==> src/rtl/rx_bit_timer.sv <==
// rx_bit_timer: UART RX bit-centre strobe and frame-done generator.
// Define RX_TIMER_BITIDX_EN to expose the bit_index port.
module rx_bit_timer #(
  parameter int CNT_W = 14
) (
  input  logic             clk,
  input  logic             rst,
  input  logic             enable_timer,
  input  logic [CNT_W-1:0] bit_period,
  input  logic [3:0]       data_size,
`ifdef RX_TIMER_BITIDX_EN
  output logic [3:0]       bit_index,
`endif
  output logic             shift_strobe,
  output logic             packet_done,
  output logic             timer_active
);

  typedef enum logic [2:0] {
    IDLE,
    OFFSET,
    BIT,
    DONE,
    HOLD
  } state_t;

  localparam logic [CNT_W:0]   ONE  = 1;
  localparam logic [CNT_W-1:0] PMIN = 4;

  state_t           state, state_n;
  logic [CNT_W-1:0] p_q, p_n, p_clamp;
  logic [3:0]       n_q, n_n, n_clamp;
  logic [CNT_W:0]   cnt, cnt_n;
  logic [CNT_W:0]   offset;
  logic [3:0]       bits, bits_n;
  logic             strobe_q, strobe_n;
  logic             done_q, done_n;
  logic             active_q, active_n;

  assign p_clamp = (bit_period < PMIN) ? PMIN : bit_period;
  assign n_clamp = (data_size >= 4'd5 && data_size <= 4'd8)
                 ? data_size : 4'd8;

  // 1.5 bit periods from the start edge lands mid first data bit
  assign offset = {1'b0, p_q} + {2'b00, p_q[CNT_W-1:1]};

  always_comb begin
    state_n  = state;
    p_n      = p_q;
    n_n      = n_q;
    cnt_n    = cnt;
    bits_n   = bits;
    strobe_n = 1'b0;
    done_n   = 1'b0;
    active_n = (state == OFFSET) || (state == BIT);
    unique case (state)
      IDLE: begin
        bits_n = 4'd0;
        if (enable_timer) begin
          p_n     = p_clamp;
          n_n     = n_clamp;
          cnt_n   = ONE;
          state_n = OFFSET;
        end
      end
      OFFSET: begin
        if (!enable_timer) begin
          state_n = IDLE;
          bits_n  = 4'd0;
        end else if (cnt == offset) begin
          strobe_n = 1'b1;
          bits_n   = 4'd1;
          cnt_n    = ONE;
          state_n  = BIT;
        end else begin
          cnt_n = cnt + ONE;
        end
      end
      BIT: begin
        if (!enable_timer) begin
          state_n = IDLE;
          bits_n  = 4'd0;
        end else if (cnt == {1'b0, p_q}) begin
          strobe_n = 1'b1;
          bits_n   = bits + 4'd1;
          cnt_n    = ONE;
          if (bits == n_q) state_n = DONE;
        end else begin
          cnt_n = cnt + ONE;
        end
      end
      DONE: begin
        done_n  = 1'b1;
        state_n = HOLD;
      end
      HOLD: begin
        if (!enable_timer) begin
          state_n = IDLE;
          bits_n  = 4'd0;
        end
      end
      default: state_n = IDLE;
    endcase
  end

  always_ff @(posedge clk) begin
    if (rst) begin
      state    <= IDLE;
      p_q      <= '0;
      n_q      <= '0;
      cnt      <= '0;
      bits     <= '0;
      strobe_q <= 1'b0;
      done_q   <= 1'b0;
      active_q <= 1'b0;
    end else begin
      state    <= state_n;
      p_q      <= p_n;
      n_q      <= n_n;
      cnt      <= cnt_n;
      bits     <= bits_n;
      strobe_q <= strobe_n;
      done_q   <= done_n;
      active_q <= active_n;
    end
  end

  assign shift_strobe = strobe_q;
  assign packet_done  = done_q;
  assign timer_active = active_q;
`ifdef RX_TIMER_BITIDX_EN
  assign bit_index    = bits;
`endif

endmodule
==> config.mk <==
export PLATFORM = sky130hd
export DESIGN_NAME = rx_bit_timer
export DESIGN_NICKNAME = d
export VERILOG_FILES = /design/src/rtl/rx_bit_timer.sv
export SDC_FILE = /design/constraint.sdc
export NUM_CORES = 1
export LEC_CHECK = 0
export CORE_ASPECT_RATIO = 2
export CORE_MARGIN = 4
export CORE_UTILIZATION = 25
export DETAILED_ROUTE_END_ITERATION = 10
export HOLD_SLACK_MARGIN = 0.05
export SYNTH_ARGS = -nofsm -noshare
export SYNTH_HDL_FRONTEND = slang
export SYNTH_SLANG_ARGS = --single-unit
export TNS_END_PERCENT = 10
==> constraint.sdc <==
create_clock -name clk -period 3.3 [get_ports clk]
set_input_delay 0.66 -clock clk [delete_from_list [all_inputs] [get_ports clk]]
set_output_delay 0.66 -clock clk [all_outputs]
set_load 0.02 [all_outputs]
# --- After elaboration in Yosys (flattened, before gate mapping) ---
# Index checks and enable logic that the tools add are counted.
totals:
  ff_bits: 43
  inputBits: 21
  output_inout_bits: 3
  elab_cells: 65
op_classes:
  add_sub_neg: 3
  n_lt_le_gt_ge: 3
  n_eq_ne: 14
  n_mux: 28
  reduce_logical: 9
ops:
  columns: ["op", "count"]
  rows:
  - ["2-to-1 mux 15 bit", 5]
  - ["case mux 15 bit (3 select lines)", 1]
  - ["2-to-1 mux 4 bit", 6]
  - ["2-to-1 mux 3 bit", 7]
  - ["case mux 4 bit (4 select lines)", 1]
  - ["adder 14 x 13 -> 15 bit", 1]
  - ["adder 15 x 1 -> 15 bit, second input constant", 1]
  - ["== test 15 x 14 -> 1 bit", 1]
  - ["== test 15 bit", 1]
  - ["case mux 3 bit (5 select lines)", 1]
  - ["less-than comparator 14 x 3 -> 1 bit, second input constant", 1]
  - ["2-to-1 mux 14 bit", 1]
  - ["!= test 3 x 2 -> 1 bit, second input constant", 3]
  - ["!= test 2 bit, second input constant", 4]
  - ["AND reduction 4 bit", 2]
  - ["== test 3 x 2 -> 1 bit, second input constant", 2]
  - ["2-to-1 mux 1 bit", 5]
  - ["AND reduction 5 bit", 1]
  - ["adder 4 x 1 -> 4 bit, second input constant", 1]
  - ["== test 4 bit", 1]
  - [">= comparator 4 x 3 -> 1 bit, second input constant", 1]
  - ["less-or-equal comparator 4 bit, second input constant", 1]
  - ["nonzero test 4 bit", 1]
  - ["== test 3 x 1 -> 1 bit, second input constant", 1]
  - ["other kinds (7)", 7]

# --- Logic depth before layout (Yosys ltp) ---
logic_depth:
  depth_word: 5
  ltp_mapped: 11
  mapped_depth_nobuf: 10

# --- Least setup slack after synthesis ---
# Ideal clock, no wire load.
synth_timing:
  path_kind: "register to register"
  from: "register p_q[1]"
  to: "register cnt[10]"
  setup_time_ps: 139
  arrival_time_ps: 2660
  required_ps: 3161
  setup_slack_ps: 501
  stages_incl_launch_ff: 12
  n_path_buf: 1
  synth_period_minus_slack_ps: 2799
  cell_sequence: "dfxtp_1 -> ha_1 -> fa_1 -> a21o_1 -> a221oi_4 -> xnor2_1 -> nor4_1 -> nor4b_2 -> and4_4 -> o31a_4 -> buf_6 -> nor3_2"
synth_between:
  elab_chain_cells: 5
  word_cells_on_any_way: 8
  classes_between: "add/sub (1); eq/ne (2); mux (5)"
synth_rtl:
  columns: ["item", "line", "text"]
  rows:
  - ["start: declaration", "31", "logic [CNT_W-1:0] p_q, p_n, p_clamp;"]
  - ["start signal: assignment", "118", "p_q <= p_n;"]
  - ["adder 14 x 13 -> 15 bit", "45", "assign offset = {1'b0, p_q} + {2'b00, p_q[CNT_W-1:1]};"]
  - ["== test 15 bit", "70", "end else if (cnt == offset) begin"]
  - ["2-to-1 mux 15 bit", "70", null]
  - ["2-to-1 mux 15 bit", "67", "if (!enable_timer) begin"]
  - ["case mux 15 bit (3 select lines) *", "56", "unique case (state)"]
  - ["end signal: assignment", "120", "cnt <= cnt_n;"]
  - ["end: declaration", "33", "logic [CNT_W:0] cnt, cnt_n;"]
# Mark *: on every way between the ends. The rest lies on a longest branch, timed or not. The select of a mux whose other input is x is not followed.
# A chain may end at the register's enable or synchronous reset.

# --- Worst setup path after layout ---
layout_timing:
  from: "register p_q[1]"
  to: "register cnt[14]"
# Same word-level chain as after synthesis.

==> impl_metrics.csv <==
group,metric,value,unit
synth,ys_async_sr_fraction,0,
clock_network,cts_tree,"built",
place,placed_cells,510,
place,placed_area,0.00334,mm²
setup_path,critical_path_arrival,3310,ps
setup_path,worstSetupEndpointType,"flop",
pwr,powerDensity,399,mW/mm²
layout,instances_no_fill,518,
floorplan,pin_count,24,
grt,grt_pass1_vias,2657,
sta,clock.fmax,0.317,GHz
sta,slew_viol_final,0,
detailed_routing,first_iter_violations,130,
sta,relSlewSlack,0.561,
layout,postLayoutCellArea,0.00351,mm²
sta,layout_min_cycle_time,3150,ps
synth,seq_area_frac_synth,0.293,
detailed_routing,firstDrtPassIters,4,
clock_network,post_cts_resized,0,
setup_path,cp.required,3460,ps
grt,antenna_found_initial,0,
grt,grt_overflow_total,0,
detailed_routing,drc,0,
place,dp_slack,207,ps
hold_path,holdPathStages,2,
sta,skew,8.56,ps
floorplan,die_h,161,µm
place,portBuffers,23,
detailed_routing,totalWireLength,8390,µm
layout,final_cell_mix,"dfxtp_1 (43), nand2_1 (40), a21oi_1 (34)",
sta,tightest_slew,641,ps
place,place_congestion,0.895,
floorplan,die_x,84.7,µm
place,hpwl,6690,µm
clock_network,clockBufferDepth,2,
sta,hold_viol,0,
sta,setup_viol,0,
synth,synthesis.area,0.00294,mm²
setup_path,r2r_cells,10,
clock_network,cts_hold_buf,0,
floorplan,row_count,55,
layout,drive_above_1_share,0.0931,
grt,grt_use_total,0.123,
layout,fillerInstances,1248,
floorplan,core,0.0114,mm²
clock_network,cts_sinks,43,
sta,finalCritPeriodShare,0.955,
clock_network,h-tree-depth,2,
clock_network,root_buffer,"clkbuf_16",
grt,grt_max_degree,34,
detailed_routing,avgViaCountPerCell,5.16,
setup_path,critPathLaunch,"p_q[1]",
run,drv_cap,0,
detailed_routing,wl_per_cell,16.2,µm
sta,finalSetupTns,0,ps
detailed_routing,vias,2671,
sta,worst_slack,149,ps
clock_network,post-cts-setup-buffer-count,0,
clock_network,numCtsBuffers,5,
hold_path,hold_class,"reg2reg",
setup_path,path_class,"reg2reg",
pwr,max-vdd-ir-drop,0.383,mV
floorplan,start_util,0.257,
synth,syn_nets,391,
outcome,status,"finished clean",
clock_network,insertion_delay,290,ps
detailed_routing,ant_nets,0,
setup_path,r2r-start,"p_q[1]",
pwr,p_leak,1.39,nW
synth,synth_edf_count,0,
floorplan,die_area,0.0137,mm²
synth,synth_cell_types,51,
layout,syn2layout_area_growth,19.5,%
synth,synth_seq_cells,43,
sta,rsz0062_at_grt,"true",
grt,grt_first_pass_wirelength,13000,µm
layout,diodes,0,
layout,finalNetCount,413,
hold_path,min_from,"n_q[2]",
synth,synth_ff_type,"dfxtp_1",
setup_path,crit_path_max_fanout,14,
clock_network,path_clk_slew,60,ps
synth,yosysWarnings,0,
setup_path,startpoint_type,"flop",
synth,netlist_instances,353,
layout,final_common_cell,"dfxtp_1",
synth,synth_area_per_cell,8.33,µm²
[synth_stat cells (all sizes together) (5+ instances only)]
cell type  number  area, µm²
a211oi          7       52.6
a21o            5       37.5
a21oi          34        170
and3            9       56.3
clkbuf         12       45.0
dfxtp          43        861
ha             16        200
inv             5       18.8
nand2          40        150
nand2b          9       56.3
nand3          11       55.1
nand4           8       50.1
nor2           16       60.1
nor3           20        150
nor4            8       50.1
o21ai          11       55.1
xnor2          21        184
xor2           30        263
[registers in the layout (all words and copies together), names as in the netlist]
| name | cells |
|---|---|
| cnt | 15 |
| p_q | 14 |
| bits | 4 |
| n_q | 4 |
| state | 3 |
| packet_done | 1 |
| shift_strobe | 1 |
| timer_active | 1 |
[per-layer routing]
layer,GRT usage,part of all wire
met5,0,0
met1,0.113,0.35
met3,0.0163,0.027
met4,0.110,0.087
met2,0.228,0.54
[metrics by stage]
stage	util	total power [mW]	hold WS, ps
finish	0.308	1.40	479
CTS	0.308	1.41	482
global route	0.308	1.46	505
global placement	0.292	0.821	469
floorplan	-	0.733	444
detailed placement	0.292	0.823	474
[final cells by class]
type / count / area (µm²) / share of cell area
clock inverter: 2 / 35.0 / 0.00997
inverter: 5 / 18.8 / 0.00534
tap: 142 / 178 / 0.0506
clock buffer: 6 / 139 / 0.0395
multi-input combinational: 289 / 1990 / 0.567
sequential: 43 / 861 / 0.245
timing repair buffer: 31 / 290 / 0.0826
[worst max-delay path, cell delays in order (launching register included)]
cell and delay, ps:
dfxtp_1 370, ha_1 250, fa_1 410, a21o_1 220, a221oi_4 370, o21ai_0 190, xnor2_1 160, nor4b_2 360
and4_4 330, o31a_4 270, nor3_1 80
[power breakdown]
group / switching, mW / leakage [nW] / total (mW) / internal [mW]
clock: 0.213 / 0.0868 / 0.590 / 0.377
sequential: 0.0254 / 0.350 / 0.560 / 0.535
combinational: 0.142 / 0.952 / 0.253 / 0.111
total: 0.381 / 1.39 / 1.40 / 1.02
[final timing paths]
check                           endpoint  slack, ps
worst min register to register    n_q[2]        480
worst min-delay path              n_q[2]        480
worst max-delay path             cnt[14]        150
worst max register to register   cnt[14]        150
[cell families after synthesis]
group	after synthesis	share of synthesized area
multiplexers	3	0.0106
flip-flops	43	0.293
AND/OR/NAND/NOR	136	0.255
AO/OA/AOI/OAI	82	0.186
buffers and inverters	21	0.0294
adder cells (fa/ha/maj)	17	0.0749
XOR/XNOR	51	0.152
Note: power is estimated with default switching activity, not from simulation.
